--- src/rtl/codificador_botones_pkg.sv ---
// codificador_botones_pkg: shared FSM states, defaults and the low-priority button encoder.
package codificador_botones_pkg;
  typedef enum logic [1:0] {IDLE, CHECK, HELD, RELEASE} btn_state_t;
  localparam int DEFAULT_DEBOUNCE = 16;
  localparam int MAX_BTN = 64;
  // Callers pad unused upper bits with ones so they never register as pressed.
  function automatic int pri_encode_low(input logic [MAX_BTN-1:0] pat);
    int r;
    r = 0;
    for (int i = MAX_BTN - 1; i >= 0; i--) if (!pat[i]) r = i;
    return r;
  endfunction
endpackage

--- src/rtl/codificador_botones_sync_2ff.sv ---
// sync_2ff: single-bit two-flop synchronizer that resets to the released level (1).
module sync_2ff (
  input  logic clk,
  input  logic reset,
  input  logic d,
  output logic q
);
  logic s1;
  always_ff @(posedge clk) begin
    if (reset) begin
      s1 <= 1'b1;
      q  <= 1'b1;
    end else begin
      s1 <= d;
      q  <= s1;
    end
  end
endmodule

--- src/rtl/codificador_botones.sv ---
// codificador_botones: synchronizes, debounces and priority-encodes an active-low button bank.
module codificador_botones
  import codificador_botones_pkg::*;
#(
  parameter int N_BTN = 4,
  parameter int DEBOUNCE_CYCLES = DEFAULT_DEBOUNCE,
  localparam int CODE_W = $clog2(N_BTN)
) (
  input  logic              clk,
  input  logic              reset,
  input  logic [N_BTN-1:0]  btn_n,
  output logic [CODE_W-1:0] code,
  output logic              valid,
  output logic              press_pulse,
  output logic              release_pulse
);
  localparam int CNT_W = $clog2(DEBOUNCE_CYCLES);
  localparam logic [CNT_W-1:0] CNT_MAX = CNT_W'(DEBOUNCE_CYCLES - 1);
  localparam logic [N_BTN-1:0] NONE = '1;
  logic [N_BTN-1:0] sync, cand_pat, cand_pat_nxt;
  logic [CODE_W-1:0] pri, cand_code, cand_code_nxt, code_nxt;
  logic [CNT_W-1:0] cnt, cnt_nxt;
  logic released, valid_nxt, press_nxt, release_nxt;
  btn_state_t state, state_nxt;
  for (genvar i = 0; i < N_BTN; i++) begin : g_sync
    sync_2ff u_sync (.clk(clk), .reset(reset), .d(btn_n[i]), .q(sync[i]));
  end
  assign released = (sync == NONE);
  assign pri = CODE_W'(pri_encode_low({{(MAX_BTN - N_BTN){1'b1}}, sync}));
  always_ff @(posedge clk) begin
    if (reset) begin
      state         <= IDLE;
      cnt           <= '0;
      cand_pat      <= NONE;
      cand_code     <= '0;
      code          <= '0;
      valid         <= 1'b0;
      press_pulse   <= 1'b0;
      release_pulse <= 1'b0;
    end else begin
      state         <= state_nxt;
      cnt           <= cnt_nxt;
      cand_pat      <= cand_pat_nxt;
      cand_code     <= cand_code_nxt;
      code          <= code_nxt;
      valid         <= valid_nxt;
      press_pulse   <= press_nxt;
      release_pulse <= release_nxt;
    end
  end
  always_comb begin
    state_nxt     = state;
    cnt_nxt       = cnt;
    cand_pat_nxt  = cand_pat;
    cand_code_nxt = cand_code;
    code_nxt      = code;
    valid_nxt     = valid;
    press_nxt     = 1'b0;
    release_nxt   = 1'b0;
    case (state)
      IDLE:
        if (!released) begin
          cand_pat_nxt  = sync;
          cand_code_nxt = pri;
          cnt_nxt       = '0;
          state_nxt     = CHECK;
        end
      CHECK:
        if (released) state_nxt = IDLE;
        else if (sync != cand_pat) begin
          cand_pat_nxt  = sync;
          cand_code_nxt = pri;
          cnt_nxt       = '0;
        end else if (cnt == CNT_MAX) begin
          code_nxt  = cand_code;
          valid_nxt = 1'b1;
          press_nxt = 1'b1;
          state_nxt = HELD;
        end else cnt_nxt = cnt + 1'b1;
      HELD:
        if (released) begin
          cnt_nxt   = '0;
          state_nxt = RELEASE;
        end
      RELEASE:
        if (!released) state_nxt = HELD;
        else if (cnt == CNT_MAX) begin
          valid_nxt   = 1'b0;
          release_nxt = 1'b1;
          state_nxt   = IDLE;
        end else cnt_nxt = cnt + 1'b1;
      default: state_nxt = IDLE;
    endcase
  end
endmodule

--- config.mk ---
export PLATFORM = sky130hd
export DESIGN_NAME = codificador_botones
export DESIGN_NICKNAME = d
export VERILOG_FILES = /design/src/rtl/codificador_botones_pkg.sv /design/src/rtl/codificador_botones_sync_2ff.sv /design/src/rtl/codificador_botones.sv
export SDC_FILE = /design/constraint.sdc
export NUM_CORES = 1
export LEC_CHECK = 0
export ABC_AREA = 1
export ABC_CLOCK_PERIOD_IN_PS = 1700
export BUFFER_PORTS_ARGS = -buffer_cell sky130_fd_sc_hd__buf_2
export CORE_ASPECT_RATIO = 1.4
export CORE_MARGIN = 5
export CORE_UTILIZATION = 45
export CTS_BUF_LIST = sky130_fd_sc_hd__clkbuf_8
export DETAILED_ROUTE_END_ITERATION = 12
export PLACE_DENSITY = 0.67
export SLEW_MARGIN = 25
export SYNTH_ARGS = -nofsm -noshare
export SYNTH_HDL_FRONTEND = slang
export SYNTH_SLANG_ARGS = --single-unit
--- constraint.sdc ---
create_clock -name clk -period 1.7 [get_ports clk]
set_input_delay 0.17 -clock clk [delete_from_list [all_inputs] [get_ports clk]]
set_output_delay 0.17 -clock clk [all_outputs]
set_load 0.02 [all_outputs]
# --- Word-level counts from Yosys, hierarchy flattened ---
# Index checks and enable logic that the tools add are counted.
word_totals:
  regBits: 25
  latchBits: 0
  mem_bits_rw: 0
  romBits: 0
  inputBits: 6
  output_inout_bits: 5
  word_cells: 82
  n_memories: 0
op_classes:
  addsub: 1
  mul: 0
  div: 0
  n_lt_le_gt_ge: 0
  n_eq_ne: 17
  shifts: 0
  muxes: 34
  bitwise: 4
  reduce_logical: 10
ops:
  columns: ["op", "n"]
  rows:
  - ["4-bit two-way mux", 9]
  - ["2-bit two-way mux", 14]
  - ["2-bit inequality test (second input constant)", 8]
  - ["4-bit one-hot mux with 4 select lines", 1]
  - ["4-bit AND reduction", 3]
  - ["3-bit inequality test (second input constant)", 3]
  - ["4-bit equality test (second input constant)", 2]
  - ["2-bit one-hot mux with 4 select lines", 1]
  - ["4-bit one-hot mux with 2 select lines", 1]
  - ["1-bit two-way mux", 6]
  - ["6-bit AND reduction", 1]
  - ["5-bit AND reduction", 1]
  - ["4-bit by 1-bit adder with 4-bit output (second input constant)", 1]
  - ["2-bit equality test (second input constant)", 2]
  - ["4-bit inequality test", 1]
  - ["1-bit inverter", 4]
  - ["2-bit one-hot mux with 2 select lines", 1]
  - ["2-bit nonzero test", 2]
  - ["4-bit OR reduction", 1]
  - ["3-bit OR reduction", 1]
  - ["2-bit by 1-bit equality test with 1-bit output (second input constant)", 1]
  - ["2-bit zero test", 1]
  - ["1-bit one-hot mux with 2 select lines", 1]

# --- Depth between registers and ports, before layout ---
# Gate-level depths: netlist of the first run.
logic_depth:
  ltp_word: 7
  mapped_depth: 9
  mapped_depth_nobuf: 9

# --- By module ---
# From an unflattened synthesis of the first run, not the netlist that was laid out.
hier_totals:
  cells_unflattened: 164
  area_unflattened_um2: 1168.6
by_module_without_submodules:
  columns: ["module", "n_inst", "cells_each", "area_per_inst_um2", "seq_area_each_um2"]
  rows:
  - ["codificador_botones", 1, 136, 933.4, 340.3]
  - ["sync_2ff", 4, 7, 58.8, 40.0]

# --- Least setup slack after synthesis of the first run ---
# OpenSTA, ideal clock, no wires.
synth_timing:
  path_kind: "register to register"
  startpoint: "register cnt[0]"
  endpoint: "register with a tool-made name"
  setup_ps: 115
  t_arrival_ps: 1117
  required_time_ps: 1585
  slack_ps: 468
  path_stages_with_launch: 9
  n_path_buf: 0
  synth_period_minus_slack_ps: 1232
  cell_sequence: "dfxtp_1 ha_1 nand3_4 nand3_1 nand2_1 nor2_2 nand3_1 nand2_1 nor2_1"
synth_rtl:
  columns: ["item", "line", "rtl"]
  rows:
  - ["start, declared", "codificador_botones.sv:22", "logic [CNT_W-1:0] cnt, cnt_nxt;"]
  - ["start signal, assigned", "codificador_botones.sv:42", "cnt <= cnt_nxt;"]

==> results.yml, run 1 <==
outcome:
  status: "complete, no violations"
hold_path:
  holdCritPathClass: "in -> reg"
  worstHoldStart: "btn_n[0]"
placement:
  place_ws_ns: 0.308
  dp_hpwl_mm: 1.63
  place.gp.congestion: 0.763
  port_buffers: 10
grt:
  track_usage: 0.134
  grt-ovfl-total: 0
  grt_max_degree: 16
  antenna_found_initial: 0
  grt_pass1_vias: 979
  grt_pass1_wl_mm: 3.81
yosys:
  synthArstFlopShare: 0
  syn_nets: 159
  syn_area_per_cell_sq_um: 7.75
  yosys_warnings: 0
  synth_edf_count: 0
  synth_top_family_by_area: "simple AND/OR/NAND/NOR gates"
  synth_adder_area_share: 0.0106
  synthesis.area_sq_um: 1180
  synth_compound_area_frac: 0.0966
  synth-seq-cells: 25
  synth.area.mux_share: 0
  synth_cell_types: 28
  synthFlopType: "dfxtp_1"
  yosysSeqAreaShare: 0.425
  yosys.area_share.xor_xnor: 0.0149
  netlist_instances: 152
  synth_simple_gate_area_frac: 0.381
critical_path:
  cp_data_required_time_ns: 1.87
  worstPathArrival_ns: 1.57
  worst_path_max_delay_cell: "dfxtp_1"
  cp-start-kind: "flop"
  crit_fanout: 7
  critPathLaunch: "cnt[0]$_SDFFE_PP0P_"
  crit_type: "reg -> reg"
  endpoint_kind: "flop"
  reg2reg_from: "cnt[0]$_SDFFE_PP0P_"
  critPathMaxStageDelay_ns: 0.38
  crit_chain: "ha_1 -> nand3_4 -> nand3_1 -> nand2_1 -> nor2_2 -> nand3_1 -> nand2_1 -> nor2_1"
floorplan:
  start_util: 0.460
  ios: 11
  die_area_sq_um: 3760
  core_area_sq_um: 2560
  die_h_microns: 70.6
  rows: 22
  fp.dieW_microns: 53.3
job:
  drv_cap: 0
power_and_ir_drop:
  swShare: 0.341
  ir_worst_vdd_v: 0.000643
  p_leak_nw: 0.616
  p_int_w: 0.000950
  pwr-share-clk: 0.247
  sequentialPowerShare: 0.491
  comb_power_share: 0.261
  finalPower_w: 0.00144
  power-per-cell-area_nw_per_um2: 1090
  power.switching_w: 0.000491
cts:
  clock-sinks: 25
  postCtsHoldBufs: 0
  clock_latency_ns: 0.27
  clock-root-buffer: "clkbuf_8"
  post_cts_resized: 0
  post_cts_buffers: 0
  cts_buffers: 3
  cts.path.max_buffers: 2
  htree_levels: 1
  cts_tree: "built"
  path_clk_slew_ns: 0.09
timing:
  tns_ns: 0
  finalHoldViolations: 0
  worst_slack_ns: 0.304
  fin_worst_skew_ns: 0.00249
  fin_crit_ns: 1.40
  fmax_ghz: 0.716
  period_share: 0.821
  final-max-slew-violation-count: 0
  max-slew-margin-rel: 0.763
  finalSetupViolations: 0
  rsz0062_at_grt: "no"
  tightestPinTransition_ns: 0.355
cells_and_area:
  syn_to_final_growth_pct: 11.9
  nNetsFinal: 173
  final_common_cell: "nand2_1"
  layout-drive-gt1-share: 0.297
  antenna_cells: 0
  fillers: 256
  most-common-layout-cells: "27 x nand2_1, 25 x dfxtp_1, 16 x nor2_1, 15 x inv_1, 11 x nand2_2"
  seq_area_sq_um: 500
  multi_input_area_sq_um: 593
drt:
  drt_drc_violations_left: 0
  num_vias: 954
  ant_nets: 0
  routed_wl_mm: 2.12
  viasPerCell: 4.75
  drt_iter0_markers: 28
  wl_per_cell_microns: 10.6
  first_pass_iters: 4
-- final cells by class --
type,instances,share of cell area
Multi-Input combinational cell,105,0.450
Sequential cell,25,0.380
Inverter,21,0.0617
Timing Repair Buffer,10,0.0380
Tap cell,36,0.0342
Clock buffer,3,0.0313
Clock inverter,1,0.00569
-- worst paths after layout --
| path | end | slack (ns) | cells past startpoint |
|---|---|---|---|
| max | flop | 0.30 | 8 |
| min | g_sync[0].u_sync.s1$_SDFF_PP1_ | 0.08 | 2 |
| max reg2reg | flop | 0.30 | 8 |
| min reg2reg | g_sync[2].u_sync.q$_SDFF_PP1_ | 0.41 | 1 |
-- cells in the mapped netlist (2+ instances only) --
library cell / n / area share
nand2_1: 27 / 0.086
nand3_1: 8 / 0.034
inv_2: 3 / 0.0096
dfxtp_1: 25 / 0.42
nand2_4: 2 / 0.019
nand2_2: 11 / 0.058
o21ai_1: 4 / 0.017
a21oi_2: 2 / 0.015
clkinv_1: 2 / 0.0064
nor3_1: 3 / 0.013
a21oi_1: 6 / 0.025
o21ai_0: 3 / 0.013
o211ai_1: 2 / 0.013
inv_1: 15 / 0.048
nor2_1: 16 / 0.051
nand3_4: 2 / 0.030
or2_2: 8 / 0.042
nor2_2: 3 / 0.016
-- cell families after synthesis --
logic type,Yosys count
simple gates,83
xor+xnor,2
fa+ha+maj,1
flops,25
compound gates,19
buf+inv,22
-- routing by layer --
metal | up-vias | GRT usage | part of all wire
met2 | 16 | 0.228 | 0.52
met1 | 426 | 0.145 | 0.41
met5 | - | 0 | 0
met4 | 0 | 0.0824 | 0.035
met3 | 9 | 0.0274 | 0.031
li1 | 503 | - | -
-- sequential cells by signal (all words and copies together) (netlist names), named ones only --
signal and cells:
g_sync.u_sync.s1 4, cand_code 2, code 2, valid 1, cand_pat 4, release_pulse 1
cnt 4, press_pulse 1, g_sync.u_sync.q 4, state 1
-- critical path: cells and delay by family (launching register included) --
kind	cells	cell delay (ns)
adder cells (fa/ha/maj)	1	0.27
flip-flops	1	0.38
AND/OR/NAND/NOR	7	0.64
-- power groups by stage --
stage | clock network, W | logic [W] | registers, W
5_1_grt | 0.000394 | 0.000435 | 0.000714
4_1_cts | 0.000368 | 0.000379 | 0.000706
6_report | 0.000356 | 0.000377 | 0.000708
3_5_place_dp | 0 | 0.000376 | 0.000720
3_3_place_gp | 0 | 0.000368 | 0.000717
2_1_floorplan | 0 | 0.000320 | 0.000705
-- per-stage QoR --
| step | std cells | hold slack (ns) | instance area (sq um) | util |
|---|---|---|---|---|
| 3_5_place_dp | 197 | 0.357 | 1270 | 0.496 |
| 2_1_floorplan | 152 | 0.274 | 1180 | - |
| 6_report | 201 | 0.0754 | 1320 | 0.515 |
| 4_1_cts | 201 | 0.0713 | 1320 | 0.515 |
| 3_3_place_gp | 197 | 0.354 | 1270 | 0.496 |
| 5_1_grt | 201 | 0.0766 | 1320 | 0.515 |
Power figures use the tool's default switching activity.
==> run 2, diff against run 1 <==
ABC_CLOCK_PERIOD_IN_PS = 1300   (was 1700)
clock period = 1.3 ns   (was 1.7 ns; I/O delays follow)
==> results.yml, run 2 (same netlist as run 1, synthesis figures left out) <==
timing:
  fin_worst_skew_ns: 0.00208
  worst_slack_ns: -0.0201
  period_share: 1.02
  rsz0062_at_grt: "yes"
  whs_ns: 0.0281
  tightestPinTransition_ns: 0.395
  final-max-slew-violation-count: 0
  max-slew-margin-rel: 0.735
  fin_crit_ns: 1.32
  finalHoldViolations: 0
  fmax_ghz: 0.758
  finalSetupViolations: 1
  tns_ns: -0.0201
drt:
  num_vias: 1062
  first_pass_iters: 4
  ant_nets: 0
  wl_per_cell_microns: 12.4
  drt_iter0_markers: 13
  drt_drc_violations_left: 0
  viasPerCell: 4.87
  routed_wl_mm: 2.71
job:
  drv_cap: 0
grt:
  grt-ovfl-total: 0
  grt_max_degree: 15
  antenna_found_initial: 0
  grt_pass1_wl_mm: 4.46
  grt_pass1_vias: 1045
  track_usage: 0.161
cells_and_area:
  antenna_cells: 0
  layout-drive-gt1-share: 0.549
  syn_to_final_growth_pct: 38.6
  most-common-layout-cells: "16 x nand2_2, 16 x nand2_1, 14 x dfxtp_1, 13 x inv_1, 12 x nor2_1"
  fillers: 220
  nNetsFinal: 190
  seq_area_sq_um: 527
  multi_input_area_sq_um: 746
cts:
  htree_levels: 1
  cts_tree: "built"
  clock-sinks: 25
  postCtsHoldBufs: 0
  clock-root-buffer: "clkbuf_8"
  clock_latency_ns: 0.28
  path_clk_slew_ns: 0.09
  cts.path.max_buffers: 2
  cts_buffers: 3
critical_path:
  critPathBufInv: 1
  worst_path_max_delay_cell: "dfxtp_2"
  crit_type: "reg -> reg"
  cp_data_required_time_ns: 1.51
  cp_top_family: "simple AND/OR/NAND/NOR gates"
  cp-start-kind: "flop"
  critPathMaxStageDelay_ns: 0.36
  crit_chain: "ha_4 -> nand3_4 -> nand3_1 -> nand2_1 -> nor2_2 -> buf_4 -> a21oi_1 -> nor2_1"
  crit_fanout: 7
  endpoint_kind: "flop"
  worstPathArrival_ns: 1.53
floorplan:
  start_util: 0.460
  ios: 11
  rows: 22
  core_area_sq_um: 2560
  fp.dieW_microns: 53.3
  die_h_microns: 70.6
  die_area_sq_um: 3760
hold_path:
  holdCritPathClass: "in -> reg"
power_and_ir_drop:
  power-per-cell-area_nw_per_um2: 1380
  pwr-share-clk: 0.208
  power.switching_w: 0.000819
  ir_worst_vdd_v: 0.000869
  p_leak_nw: 0.735
  comb_power_share: 0.376
  p_int_w: 0.00144
  sequentialPowerShare: 0.416
  swShare: 0.362
  finalPower_w: 0.00226
placement:
  port_buffers: 10
  place.gp.congestion: 0.783
  place_ws_ns: -0.0430
  dp_hpwl_mm: 1.80
outcome:
  violations: "negative setup slack"
  status: "complete, but fails checks"
[run 2: cell types whose count changed in the layout (fill, tap and decap cells not counted), moves of 2 or more]
| cell | change |
|---|---|
| nand2_4 | +6 |
| dfxtp_2 | +6 |
| dfxtp_4 | +5 |
| nand3_2 | +2 |
| dfxtp_1 | -11 |
| buf_6 | +3 |
| buf_4 | +11 |
| o21ai_0 | -2 |
| nor2_2 | +2 |
| nand2_2 | +5 |
| nor2_1 | -4 |
| inv_1 | -2 |
| nor2_4 | +2 |
| nand2_1 | -11 |
[run 2: cell type report]
| cell class | instances | area share |
|---|---|---|
| clock buffer | 3 | 0.0253 |
| timing repair buffer | 25 | 0.114 |
| inverter | 21 | 0.0513 |
| tap | 36 | 0.0276 |
| clock inverter | 1 | 0.00306 |
| sequential | 25 | 0.322 |
| multi-input combinational | 107 | 0.456 |
[run 2: per-layer routing]
layer	routed length, microns	global-route usage	up-vias
li1	-	-	538
met1	983	0.164	499
met2	1580	0.295	15
met3	61	0.0274	10
met4	91	0.0881	0
met5	0	0	-
[run 2: metrics by stage]
stage / area (sq um) / util / instances
after floorplan: 1180 / - / 152
after global placement: 1320 / 0.517 / 204
after detailed placement: 1320 / 0.517 / 204
after CTS: 1410 / 0.552 / 210
after global routing: 1630 / 0.638 / 218
final: 1630 / 0.638 / 218
[run 2: worst register-to-register path, stage by stage (launching register included)]
cell	delay [ns]
dfxtp_2	0.36
ha_4	0.15
nand3_4	0.12
nand3_1	0.11
nand2_1	0.07
nor2_2	0.15
buf_4	0.14
a21oi_1	0.06
nor2_1	0.10
[run 2: final timing paths]
check | from | endpoint | slack [ns] | cells after the start
setup reg to reg | cnt[1]$_SDFFE_PP0P_ | flop | -0.02 | 8
hold reg to reg | g_sync[3].u_sync.s1$_SDFF_PP1_ | g_sync[3].u_sync.q$_SDFF_PP1_ | 0.42 | 1
hold / removal | btn_n[1] | g_sync[1].u_sync.s1$_SDFF_PP1_ | 0.03 | 2
setup / recovery | cnt[1]$_SDFFE_PP0P_ | flop | -0.02 | 8
[run 2: timing repair]
item	CTS	global route
endpoints found under the setup margin	4	14
pin swaps	3	13
resized for setup	10	46
hold endpoints to repair	0	0
setup buffers	1	7
cloned	1	1
[run 2: power by group through the flow]
stage / Sequential (W) / Combinational [W] / Clock (W)
floorplan: 0.000922 / 0.000418 / 0
global placement: 0.000923 / 0.000533 / 0
finish: 0.000942 / 0.000851 / 0.000470
CTS: 0.000918 / 0.000604 / 0.000473
global route: 0.000955 / 0.000940 / 0.000509
detailed placement: 0.000927 / 0.000552 / 0
==> run 3, diff against run 2 <==
REMOVE_ABC_BUFFERS = 1   (was default)
==> results.yml, run 3 (same netlist as run 1, synthesis figures left out) <==
grt:
  grt_pass1_vias: 1073
  grt_max_degree: 14
  grt_pass1_wl_mm: 4.16
  track_usage: 0.144
  grt-ovfl-total: 0
  antenna_found_initial: 0
outcome:
  status: "complete, but fails checks"
  violations: "negative setup slack"
cells_and_area:
  multi_input_area_sq_um: 723
  most-common-layout-cells: "20 x nand2_1, 14 x inv_1, 14 x nor2_1, 14 x dfxtp_1"
  antenna_cells: 0
  layout-drive-gt1-share: 0.503
  seq_area_sq_um: 527
  final_common_cell: "nand2_1"
  nNetsFinal: 189
  syn_to_final_growth_pct: 35.0
  fillers: 237
drt:
  ant_nets: 0
  routed_wl_mm: 2.73
  viasPerCell: 4.96
  drt_drc_violations_left: 0
  wl_per_cell_microns: 12.6
  drt_iter0_markers: 9
  first_pass_iters: 4
  num_vias: 1076
critical_path:
  cp-start-kind: "flop"
  worstPathArrival_ns: 1.45
  reg2reg_from: "g_sync[2].u_sync.q$_SDFF_PP1_"
  critPathLaunch: "g_sync[2].u_sync.q$_SDFF_PP1_"
  endpoint: "cand_pat[1]$_SDFFE_PP1P_"
  cp_data_required_time_ns: 1.44
  crit_type: "reg -> reg"
  r2r_slack_ns: -0.01
  reg2reg_to: "cand_pat[1]$_SDFFE_PP1P_"
  ff2ff_path_depth: 9
  crit_fanout: 6
  endpoint_kind: "flop"
cts:
  postCtsHoldBufs: 0
  cts_buffers: 3
  htree_levels: 1
  path_clk_slew_ns: 0.08
  clock-sinks: 25
  cts.path.max_buffers: 2
  cts_tree: "built"
  clock-root-buffer: "clkbuf_8"
  clock_latency_ns: 0.27
timing:
  rsz0062_at_grt: "yes"
  fin_worst_skew_ns: 0.00563
  fin_crit_ns: 1.31
  final-max-slew-violation-count: 0
  finalSetupViolations: 1
  worst_slack_ns: -0.0127
  tightestPinTransition_ns: 0.394
  period_share: 1.01
  whs_ns: 0.0409
  fmax_ghz: 0.762
  finalHoldViolations: 0
  max-slew-margin-rel: 0.736
power_and_ir_drop:
  finalPower_w: 0.00216
  p_leak_nw: 0.725
  power-per-cell-area_nw_per_um2: 1360
  ir_worst_vdd_v: 0.000847
floorplan:
  fp.dieW_microns: 53.3
  die_h_microns: 70.6
  die_area_sq_um: 3760
  rows: 22
  start_util: 0.460
  ios: 11
  core_area_sq_um: 2560
placement:
  port_buffers: 10
  dp_hpwl_mm: 1.70
  place.gp.congestion: 0.805
hold_path:
  holdCritPathClass: "in -> reg"
job:
  drv_cap: 0
## run 3: cell count changes in the layout (fill, tap and decap cells not counted), sizes merged
cell | before | now
inv | 19 | 20
clkinv | 3 | 2
buf | 25 | 24
## run 3: layout make-up
class,count,share of cell area
multi-input cells,107,0.454
flip-flops and latches,25,0.331
repair buffers,24,0.105
inverters,21,0.0527
well taps,36,0.0283
clock buffers,3,0.0259
clock inverters,1,0.00236
## run 3: what timing repair did
item                       CTS  global route
pin swaps                    0             9
gates cloned                 0             2
setup buffers                0             8
resized for setup            5            38
setup endpoints to repair    4            14
## run 3: worst max-delay path: stages (launching register included)
cell	delay, ns
dfxtp_4	0.38
inv_2	0.04
nand2_2	0.05
nand2_2	0.06
nor2_4	0.14
nand3_4	0.19
nand2_8	0.15
inv_4	0.04
nand2_2	0.05
nand3_1	0.07
## run 3: metrics by stage
stage | setup slack (ns) | cells | setup TNS, ns | utilization | cell area, sq um
floorplan | 0.0676 | 151 | 0 | - | 1170
finish | -0.0127 | 217 | -0.0127 | 0.622 | 1590
global route | -0.0900 | 217 | -0.562 | 0.622 | 1590
global placement | 0.0120 | 203 | 0 | 0.514 | 1320
detailed placement | -0.0556 | 203 | -0.0556 | 0.514 | 1320
CTS | 0.000216 | 207 | 0 | 0.538 | 1380
## run 3: power by group
| group | switching (W) | internal, W | total (W) |
|---|---|---|---|
| clock | 0.000236 | 0.000211 | 0.000448 |
| combinational | 0.000457 | 0.000323 | 0.000780 |
| sequential | 0.0000841 | 0.000851 | 0.000935 |
## run 3: worst min-delay path by stage
stage               cells past startpoint  slack [ns]                             end  startpoint
floorplan                               1        0.19       cand_code[0]$_SDFFE_PP0P_       reset
global placement                        2        0.31  g_sync[3].u_sync.s1$_SDFF_PP1_    btn_n[3]
detailed placement                      2        0.32  g_sync[3].u_sync.s1$_SDFF_PP1_    btn_n[3]
CTS                                     2        0.04  g_sync[0].u_sync.s1$_SDFF_PP1_    btn_n[0]
global route                            2        0.04  g_sync[0].u_sync.s1$_SDFF_PP1_    btn_n[0]
finish                                  2        0.04  g_sync[0].u_sync.s1$_SDFF_PP1_    btn_n[0]
## run 3: metal layers
| layer | vias to the layer above | routed length, microns | track usage |
|---|---|---|---|
| li1 | 542 | - | - |
| met1 | 511 | 986 | 0.150 |
| met2 | 16 | 1580 | 0.256 |
| met3 | 7 | 61 | 0.0147 |
| met4 | 0 | 95 | 0.0994 |
| met5 | - | 0 | 0 |
